===== config.mk =====
export PLATFORM = sky130hd
export DESIGN_NAME = y86_stage_sequencer
export DESIGN_NICKNAME = d
export VERILOG_FILES = /design/src/rtl/y86_pkg.sv /design/src/rtl/y86_stage_watchdog.sv /design/src/rtl/y86_stage_sequencer.sv
export SDC_FILE = /design/constraint.sdc
export NUM_CORES = 1
export LEC_CHECK = 0
export CAP_MARGIN = 20
export CORE_AREA = 2 2 104 116
export CTS_CLUSTER_DIAMETER = 40
export DETAILED_ROUTE_END_ITERATION = 8
export DIE_AREA = 0 0 106 118
export PLACE_DENSITY = 0.67
export SYNTH_ARGS = -nofsm -noshare
export SYNTH_HDL_FRONTEND = slang
export SYNTH_SLANG_ARGS = --single-unit

===== constraint.sdc =====
create_clock -name clk -period 3.2 [get_ports clk]
set_clock_uncertainty 0.2 [all_clocks]
set_input_delay 0.64 -clock clk [delete_from_list [all_inputs] [get_ports clk]]
set_output_delay 0.64 -clock clk [all_outputs]
set_load 0.02 [all_outputs]

===== src/rtl/y86_pkg.sv =====
// Shared Y86 sequencing definitions: controller states, status codes, icodes
// and the per-icode stage-usage helpers used by the sequencer and stage blocks.
package y86_pkg;

    typedef enum logic [3:0] {
        ST_IDLE   = 4'd0,
        ST_FETCH  = 4'd1,
        ST_DECODE = 4'd2,
        ST_EXEC   = 4'd3,
        ST_MEM    = 4'd4,
        ST_WB     = 4'd5,
        ST_PCUPD  = 4'd6,
        ST_HALT   = 4'd7,
        ST_FAULT  = 4'd8
    } state_e;

    typedef enum logic [2:0] {
        STAT_AOK = 3'd1,
        STAT_HLT = 3'd2,
        STAT_ADR = 3'd3,
        STAT_INS = 3'd4
    } stat_e;

    localparam logic [3:0] I_HALT   = 4'h0;
    localparam logic [3:0] I_NOP    = 4'h1;
    localparam logic [3:0] I_RRMOVQ = 4'h2;
    localparam logic [3:0] I_IRMOVQ = 4'h3;
    localparam logic [3:0] I_RMMOVQ = 4'h4;
    localparam logic [3:0] I_MRMOVQ = 4'h5;
    localparam logic [3:0] I_OPQ    = 4'h6;
    localparam logic [3:0] I_JXX    = 4'h7;
    localparam logic [3:0] I_CALL   = 4'h8;
    localparam logic [3:0] I_RET    = 4'h9;
    localparam logic [3:0] I_PUSHQ  = 4'hA;
    localparam logic [3:0] I_POPQ   = 4'hB;

    // Instructions that touch data memory.
    function automatic logic needs_mem(input logic [3:0] ic);
        return ic inside {I_RMMOVQ, I_MRMOVQ, I_CALL, I_RET, I_PUSHQ, I_POPQ};
    endfunction

    // Instructions that write a register back.
    function automatic logic needs_wb(input logic [3:0] ic);
        return !(ic inside {I_NOP, I_RMMOVQ, I_JXX});
    endfunction

    function automatic logic is_stage(input state_e s);
        return s inside {ST_FETCH, ST_DECODE, ST_EXEC, ST_MEM, ST_WB, ST_PCUPD};
    endfunction

endpackage


===== src/rtl/y86_stage_watchdog.sv =====
// Counts cycles since the current stage was entered and flags expiry once the
// count reaches TIMEOUT without the stage having completed.
module y86_stage_watchdog #(
    parameter int TIMEOUT = 16
) (
    input  logic clk,
    input  logic rst_n,
    input  logic clear_i,
    input  logic enable_i,
    output logic expired_o
);

    localparam int W = $clog2(TIMEOUT + 1);
    localparam logic [W-1:0] LIMIT = W'(TIMEOUT);

    logic [W-1:0] cnt_q, cnt_d;

    // NOTE: every path assigns cnt_d, the hold value first, so no latch is inferred.
    always_comb begin
        cnt_d = cnt_q;
        if (clear_i) begin
            cnt_d = '0;
        end else if (enable_i && (cnt_q != LIMIT)) begin
            cnt_d = cnt_q + W'(1);
        end
    end

    // NOTE: state registers use non-blocking assignments so all flops update together.
    always_ff @(posedge clk or negedge rst_n) begin
        if (!rst_n) begin
            cnt_q <= '0;
        end else begin
            cnt_q <= cnt_d;
        end
    end

    assign expired_o = enable_i && (cnt_q == LIMIT);

endmodule


===== src/rtl/y86_stage_sequencer.sv =====
// Sequential Y86 controller: walks one instruction at a time through the stage
// blocks with go/done handshakes, skips unused stages and tracks status.
module y86_stage_sequencer
    import y86_pkg::*;
#(
    parameter int TIMEOUT = 16,
    parameter int CNT_W   = 32
) (
    input  logic             clk,
    input  logic             rst_n,
    input  logic             run,
    input  logic             step,
    input  logic [3:0]       icode,
    input  logic             instr_valid,
    input  logic             imem_error,
    input  logic             dmem_error,
    input  logic             fetch_done,
    input  logic             decode_done,
    input  logic             exec_done,
    input  logic             mem_done,
    input  logic             wb_done,
    input  logic             pc_done,
    output logic             fetch_go,
    output logic             decode_go,
    output logic             exec_go,
    output logic             mem_go,
    output logic             wb_go,
    output logic             pc_go,
    output logic [3:0]       stage,
    output logic [2:0]       stat,
    output logic             busy,
    output logic             fault,
    output logic [CNT_W-1:0] cycle_cnt,
    output logic [CNT_W-1:0] instr_cnt
);

    state_e           state_q, state_d;
    stat_e            stat_q, stat_d;
    logic             entry_q, entry_d;
    logic [3:0]       icode_q, icode_d;
    logic             step_mode_q, step_mode_d;
    logic             fault_q, fault_d;
    logic [CNT_W-1:0] cycle_cnt_q, cycle_cnt_d;
    logic [CNT_W-1:0] instr_cnt_q, instr_cnt_d;

    logic in_stage;
    logic waiting;
    logic stage_done;
    logic retire;
    logic wd_expired;

    assign in_stage = is_stage(state_q);
    // The go cycle itself never accepts a done strobe.
    assign waiting  = in_stage && !entry_q;

    always_comb begin
        stage_done = 1'b0;
        unique case (state_q)
            ST_FETCH:  stage_done = fetch_done;
            ST_DECODE: stage_done = decode_done;
            ST_EXEC:   stage_done = exec_done;
            ST_MEM:    stage_done = mem_done;
            ST_WB:     stage_done = wb_done;
            ST_PCUPD:  stage_done = pc_done;
            default:   stage_done = 1'b0;
        endcase
    end

    always_comb begin
        state_d     = state_q;
        stat_d      = stat_q;
        icode_d     = icode_q;
        step_mode_d = step_mode_q;
        retire      = 1'b0;

        if (state_q == ST_IDLE) begin
            if (run || step) begin
                state_d     = ST_FETCH;
                step_mode_d = !run;
            end
        end else if (waiting) begin
            if (wd_expired) begin
                state_d = ST_FAULT;
            end else if (stage_done) begin
                unique case (state_q)
                    ST_FETCH: begin
                        if (imem_error) begin
                            state_d = ST_HALT;
                            stat_d  = STAT_ADR;
                        end else if (!instr_valid) begin
                            state_d = ST_HALT;
                            stat_d  = STAT_INS;
                        end else if (icode == I_HALT) begin
                            state_d = ST_HALT;
                            stat_d  = STAT_HLT;
                        end else begin
                            state_d = ST_DECODE;
                            icode_d = icode;
                        end
                    end
                    ST_DECODE: state_d = ST_EXEC;
                    ST_EXEC: begin
                        if (needs_mem(icode_q)) begin
                            state_d = ST_MEM;
                        end else if (needs_wb(icode_q)) begin
                            state_d = ST_WB;
                        end else begin
                            state_d = ST_PCUPD;
                        end
                    end
                    ST_MEM: begin
                        if (dmem_error) begin
                            state_d = ST_HALT;
                            stat_d  = STAT_ADR;
                        end else if (needs_wb(icode_q)) begin
                            state_d = ST_WB;
                        end else begin
                            state_d = ST_PCUPD;
                        end
                    end
                    ST_WB: state_d = ST_PCUPD;
                    ST_PCUPD: begin
                        retire  = 1'b1;
                        state_d = (run && !step_mode_q) ? ST_FETCH : ST_IDLE;
                    end
                    default: state_d = state_q;
                endcase
            end
        end
    end

    // No stage ever transitions to itself, so a change of state marks an entry.
    assign entry_d = is_stage(state_d) && (state_d != state_q);
    assign fault_d = fault_q || (state_d == ST_FAULT);

    always_comb begin
        cycle_cnt_d = cycle_cnt_q;
        instr_cnt_d = instr_cnt_q;
        if (in_stage && !(&cycle_cnt_q)) begin
            cycle_cnt_d = cycle_cnt_q + CNT_W'(1);
        end
        if (retire && !(&instr_cnt_q)) begin
            instr_cnt_d = instr_cnt_q + CNT_W'(1);
        end
    end

    always_ff @(posedge clk or negedge rst_n) begin
        if (!rst_n) begin
            state_q     <= ST_IDLE;
            stat_q      <= STAT_AOK;
            entry_q     <= 1'b0;
            icode_q     <= 4'h0;
            step_mode_q <= 1'b0;
            fault_q     <= 1'b0;
            cycle_cnt_q <= '0;
            instr_cnt_q <= '0;
        end else begin
            state_q     <= state_d;
            stat_q      <= stat_d;
            entry_q     <= entry_d;
            icode_q     <= icode_d;
            step_mode_q <= step_mode_d;
            fault_q     <= fault_d;
            cycle_cnt_q <= cycle_cnt_d;
            instr_cnt_q <= instr_cnt_d;
        end
    end

    y86_stage_watchdog #(
        .TIMEOUT (TIMEOUT)
    ) u_watchdog (
        .clk       (clk),
        .rst_n     (rst_n),
        .clear_i   (entry_d),
        .enable_i  (in_stage),
        .expired_o (wd_expired)
    );

    // NOTE: go strobes decode only flops, so asserting reset drops them at once.
    assign fetch_go  = entry_q && (state_q == ST_FETCH);
    assign decode_go = entry_q && (state_q == ST_DECODE);
    assign exec_go   = entry_q && (state_q == ST_EXEC);
    assign mem_go    = entry_q && (state_q == ST_MEM);
    assign wb_go     = entry_q && (state_q == ST_WB);
    assign pc_go     = entry_q && (state_q == ST_PCUPD);

    assign stage     = state_q;
    assign stat      = stat_q;
    assign busy      = in_stage;
    assign fault     = fault_q;
    assign cycle_cnt = cycle_cnt_q;
    assign instr_cnt = instr_cnt_q;

endmodule


Yosys cells after proc, flatten, opt, wreduce, memory -nomap -nowiden:

Index checks and enable logic that the tools add are counted.

* register bits: 83
* input bits: 17

* add/sub/neg operators: 3
* equality and inequality tests: 26
* muxes and demuxes: 26
* bitwise operators: 4
* reduce and logical (&&, ||, !) cells: 33

Operator list (number)
* adder 32 x 1 -> 32 bit (second input constant): 2
* AND reduction 32 bit: 2
* == test 4 x 3 -> 1 bit (second input constant): 9
* 2-to-1 mux 4 bit: 6
* case mux 4 bit (6 select lines): 1
* 2-to-1 mux 3 bit: 7
* == test 4 bit (second input constant): 5
* nonzero test 6 bit: 3
* == test 4 x 2 -> 1 bit (second input constant): 4
* logical AND 1 bit: 13
* == test 4 x 1 -> 1 bit (second input constant): 3
* 2-to-1 mux 5 bit: 2
* zero test 4 bit: 2
* AND reduction 8 bit: 1
* AND reduction 7 bit: 1
* 2-to-1 mux 1 bit: 6
* case mux 1 bit (6 select lines): 1
* case mux 3 bit (2 select lines): 1
* adder 5 x 1 -> 5 bit (second input constant): 1
* == test 5 bit (second input constant): 1
* zero test 1 bit: 5
* != test 5 bit (second input constant): 1
* 2-to-1 mux 2 bit: 2
* != test 4 x 3 -> 1 bit (second input constant): 1
* 7 further kinds: 12

Depth between registers and ports, before layout:

* depth in word-level cells: 13
* mapped depth: 11

Hierarchy:

A second synthesis with hierarchy kept.

* cells, all modules: 425
* area, all modules: 4361.7 um^2

Modules (own cells, without submodules)
* y86_stage_sequencer: instances 1, cells each 397, area each 4065.1 um^2, seq. area each 1953.1 um^2
* y86_stage_watchdog: instances 1, cells each 28, area each 296.5 um^2, seq. area each 125.1 um^2

Least setup slack after synthesis:

Ideal clock, no wire load.

* path kind: input port to flip-flop
* start: in icode[1]
* end: reg entry_q
* arrival: 2.353 ns
* data required time: 2.880 ns
* slack: 0.527 ns
* cell stages on the path: 8
* path buffers: 1
* cells stage by stage: or4_4 -> a21oi_2 -> a2111oi_0 -> a21oi_1 -> a211oi_2 -> or3_1 -> buf_2 -> and3_1

* cells in the longest elaborated chain, start to end: 12
* elaborated cells on any way between the ends: 18
* classes of those cells: eq/ne (7); mux (8); reduce/logical (3)

Ends and longest elaborated chain
* from (decl): line y86_stage_sequencer.sv:13 `input logic [3:0] icode,`
* zero test 4 bit *: line y86_stage_sequencer.sv:93 `end else if (icode == I_HALT) begin`
* 2-to-1 mux 3 bit *: line y86_stage_sequencer.sv:93
* 2-to-1 mux 3 bit *: line y86_stage_sequencer.sv:90 `end else if (!instr_valid) begin`
* 2-to-1 mux 3 bit *: line y86_stage_sequencer.sv:87 `if (imem_error) begin`
* case mux 4 bit (6 select lines) *: line y86_stage_sequencer.sv:85 `unique case (state_q)`
* 2-to-1 mux 4 bit *: line y86_stage_sequencer.sv:84 `end else if (stage_done) begin`
* 2-to-1 mux 4 bit *: line y86_stage_sequencer.sv:82 `if (wd_expired) begin`
* 2-to-1 mux 4 bit *: line y86_stage_sequencer.sv:81 `end else if (waiting) begin`
* 2-to-1 mux 4 bit *: line y86_stage_sequencer.sv:76 `if (state_q == ST_IDLE) begin`
* == test 4 x 1 -> 1 bit, or another cell as far along: line y86_pkg.sv:48 `return s inside {ST_FETCH, ST_DECODE, ST_EXEC, ST_MEM, ST_WB, ST_PCUPD};`
* nonzero test 6 bit: line y86_pkg.sv:48
* logical AND 1 bit *: line y86_stage_sequencer.sv:133 `assign entry_d = is_stage(state_d) && (state_d != state_q);`
* net entry_d: line y86_stage_sequencer.sv:39 `logic entry_q, entry_d;`
* to (signal assigned): line y86_stage_sequencer.sv:160 `entry_q <= entry_d;`
* to (decl): line y86_stage_sequencer.sv:39

Mark *: on every way through the listed nets, which the timed path passes. The rest lies on a longest branch.
A chain may end at the register's enable or synchronous reset.

Worst setup path in the final report:

* start: reg state_q[1], in the netlist stage[1]
* end: out busy

* cells in the longest elaborated chain, start to end: 2
* elaborated cells on any way between the ends: 7
* classes of those cells: eq/ne (6); reduce/logical (1)

Ends and longest elaborated chain
* from (decl): line y86_stage_sequencer.sv:37 `state_e state_q, state_d;`
* from (signal assigned): line y86_stage_sequencer.sv:158 `state_q <= state_d;`
* == test 4 x 1 -> 1 bit, or another cell as far along: line y86_pkg.sv:48
* nonzero test 6 bit *: line y86_pkg.sv:48
* to (decl): line y86_stage_sequencer.sv:31 `output logic busy,`

Every way passes the cells marked *; elsewhere a longest branch is shown, timed or not.

==> impl_metrics.json <==
{
  "status": "completed",
  "dp_hpwl_um": 7660,
  "clock_sinks": 83,
  "ys_types": 61,
  "hold_violations": 0,
  "top_usage_layer": "met2",
  "path_max_fanout": 15,
  "ant_nets": 0,
  "gp_congestion": 0.860,
  "grt_pass1_wl_um": 17600,
  "cap_violations": 0,
  "layout_commonest_cell": "clkdlybuf4s50_1",
  "tightest_slew_ps": 657,
  "critical_path_required_ps": 2360,
  "setup_ws_ps": 133,
  "grt_use_met3_pct": 3.71,
  "synth.avg_cell_area_um2": 10.3,
  "die_h_um": 118,
  "timing.final.crit_share_pct": 95.8,
  "grt_max_degree": 47,
  "cts_buffers": 9,
  "finalMaxSlewViolations": 0,
  "routedWlPerCell_um": 14.8,
  "nets": 565,
  "path_class": "reg2out",
  "setup_tns_ps": 0,
  "overflow": 0,
  "viasPerCell": 5.13,
  "worst-path-buf-inv": 2,
  "drc_errors": 0,
  "grt.met1_usage_pct": 22.9,
  "p_leak_nw": 2.50,
  "async_flop_share_pct": 100,
  "grt_use_met2_pct": 27.4,
  "io-pin-count": 96,
  "drt-initial-drc-count": 172,
  "portBuffers": 95,
  "h-tree-depth": 3,
  "crit_chain": "buf_4 -> and2_4 -> a211oi_4 -> clkdlybuf4s50_1",
  "dp_slack_ps": -67.2,
  "rows": 41,
  "core_um2": 11300,
  "area_delta_synth_final_pct": 34.2,
  "syn_nets": 449,
  "end_kind": "output port",
  "most-common-layout-cells": "clkdlybuf4s50_1, dfrtp_1, xnor2_1",
  "cts_tree": "yes",
  "clockBufferDepth": 2,
  "via_count": 3585,
  "ys_ff_latch": 83,
  "start_kind": "flop",
  "dp_cells": 683,
  "die_w_um": 106,
  "p_per_area_nw_per_um2": 677,
  "rrSetupSlack_ps": 260,
  "firstDrtPassIters": 4,
  "clk_latency_ps": 340,
  "syn_inst": 428,
  "vdd_drop_max_mv": 0.313,
  "period_minus_slack_ps": 3070,
  "cts_root_buffer": "clkbuf_16",
  "yosysWarnings": 0,
  "fin_cells": 699,
  "n_antenna_cell": 0,
  "antenna_found_initial": 0,
  "drive_above_1_share_pct": 12.2,
  "relSlewSlack_pct": 55.9,
  "crit_family": "buffers and inverters",
  "die_area_um2": 12500,
  "max_stage_delay_ps": 670,
  "cts_hold_buf": 0,
  "seq_area_frac_synth_pct": 47.2,
  "rsz0062_at_grt": "no",
  "fmax_ghz": 0.326,
  "synth_edf_count": 0,
  "cts.clk_slew.worst_paths_ps": 60,
  "drt-total-wl_um": 10400,
  "grt_usage_pct": 17.3,
  "setup_viol": 0,
  "slowest_stage": "clkdlybuf4s50_1",
  "crit_arrival_ps": 2230,
  "min_path_type": "in2async",
  "initial_utilization_pct": 38.9,
  "ys.flop_type": "dfrtp_1",
  "syn_area_um2": 4410,
  "grt_pass1_vias": 3648
}
[worst register-to-register path, stage by stage, from the launching register on]
cell      delay [ps]
dfrtp_1          560
buf_4            260
nor3_2           290
a21oi_1          100
a21oi_1          390
nor4b_2          330
a221oi_2          80
or3_1            430
and3_1           200
[cell families after synthesis]
group | after synthesis | synth area share (%)
DFF | 83 | 47.2
xor gates and xnor gates | 66 | 13.3
buffers and inverters | 26 | 3.18
muxes | 8 | 1.99
AOI/OAI and AO/OA | 52 | 9.54
and+or+nand+nor | 189 | 23.7
adders and majority gates | 4 | 1.14
[stage by stage]
stage	area, µm²	power [mW]	hold slack [ps]	utilization [%]
3_3_place_gp	5630	2.99	267	49.6
2_1_floorplan	4410	2.46	144	-
4_1_cts	5910	4.03	130	52.2
6_report	5920	4.00	117	52.2
3_5_place_dp	5630	3.03	272	49.6
5_1_grt	5920	4.26	160	52.2
[report_power, final]
part	total (mW)	internal, mW	switching, mW
clock	0.990	0.569	0.421
sequential	1.43	1.20	0.230
combinational	1.58	0.716	0.866
[worst paths after layout]
path	end	from	cells after the start
hold / removal	cycle_cnt[28]$_DFFE_PN0P_	rst_n	1
setup reg to reg	entry_q$_DFF_PN0_	stage[1]$_DFF_PN0_	8
max in group asynchronous	cycle_cnt[12]$_DFFE_PN0P_	rst_n	2
setup / recovery	busy	stage[1]$_DFF_PN0_	4
min in group clk	cycle_cnt[26]$_DFFE_PN0P_	cycle_cnt[26]$_DFFE_PN0P_	1
hold reg to reg	cycle_cnt[26]$_DFFE_PN0P_	cycle_cnt[26]$_DFFE_PN0P_	1
[timing repair]
item,CTS,global route
setup buffers,0,0
gates resized for setup,0,1
hold endpoints to repair,0,0
endpoints found under the setup margin,0,1
[cells in the mapped netlist (4+ instances only)]
library cell	count	share of area (%)
nand2b_1	7	0.99
a21o_1	4	0.68
xnor2_1	45	8.9
mux2_2	6	1.5
nand4_1	18	2.6
nand3_1	26	3.0
inv_1	16	1.4
nor4_1	4	0.57
nor3_1	10	1.1
nor2_1	37	3.2
xor2_1	20	4.0
buf_2	4	0.45
a21oi_1	15	1.7
and3_1	8	1.1
a31oi_1	8	1.1
nand3b_1	4	0.68
and4_1	8	1.6
ha_1	4	1.1
o21ai_0	4	0.45
nand2_1	40	3.4
dfrtp_1	82	47
nor2b_1	7	0.99
[area by class of cell]
type	count	area [µm²]
inverter	16	60.1
fill	1047	5420
timing repair buffer	115	1110
clock buffer	11	253
sequential	83	2080
clock inverter	5	36.3
tap	150	188
multi-input combinational	319	2190
[state kept, by name (all words and copies together), names as in the netlist]
name and count:
cycle_cnt 32, entry_q 1, fault 1, icode_q 4, instr_cnt 32, stage 4, stat 3, step_mode_q 1
u_watchdog.cnt_q 5
[metal layers]
| metal | up-vias | part of all wire (%) |
|---|---|---|
| li1 | 1735 | - |
| met1 | 1757 | 46 |
| met2 | 73 | 48 |
| met3 | 20 | 3.8 |
| met4 | 0 | 2.1 |
| met5 | - | 0 |
Note: power is estimated with default switching activity, not from simulation.
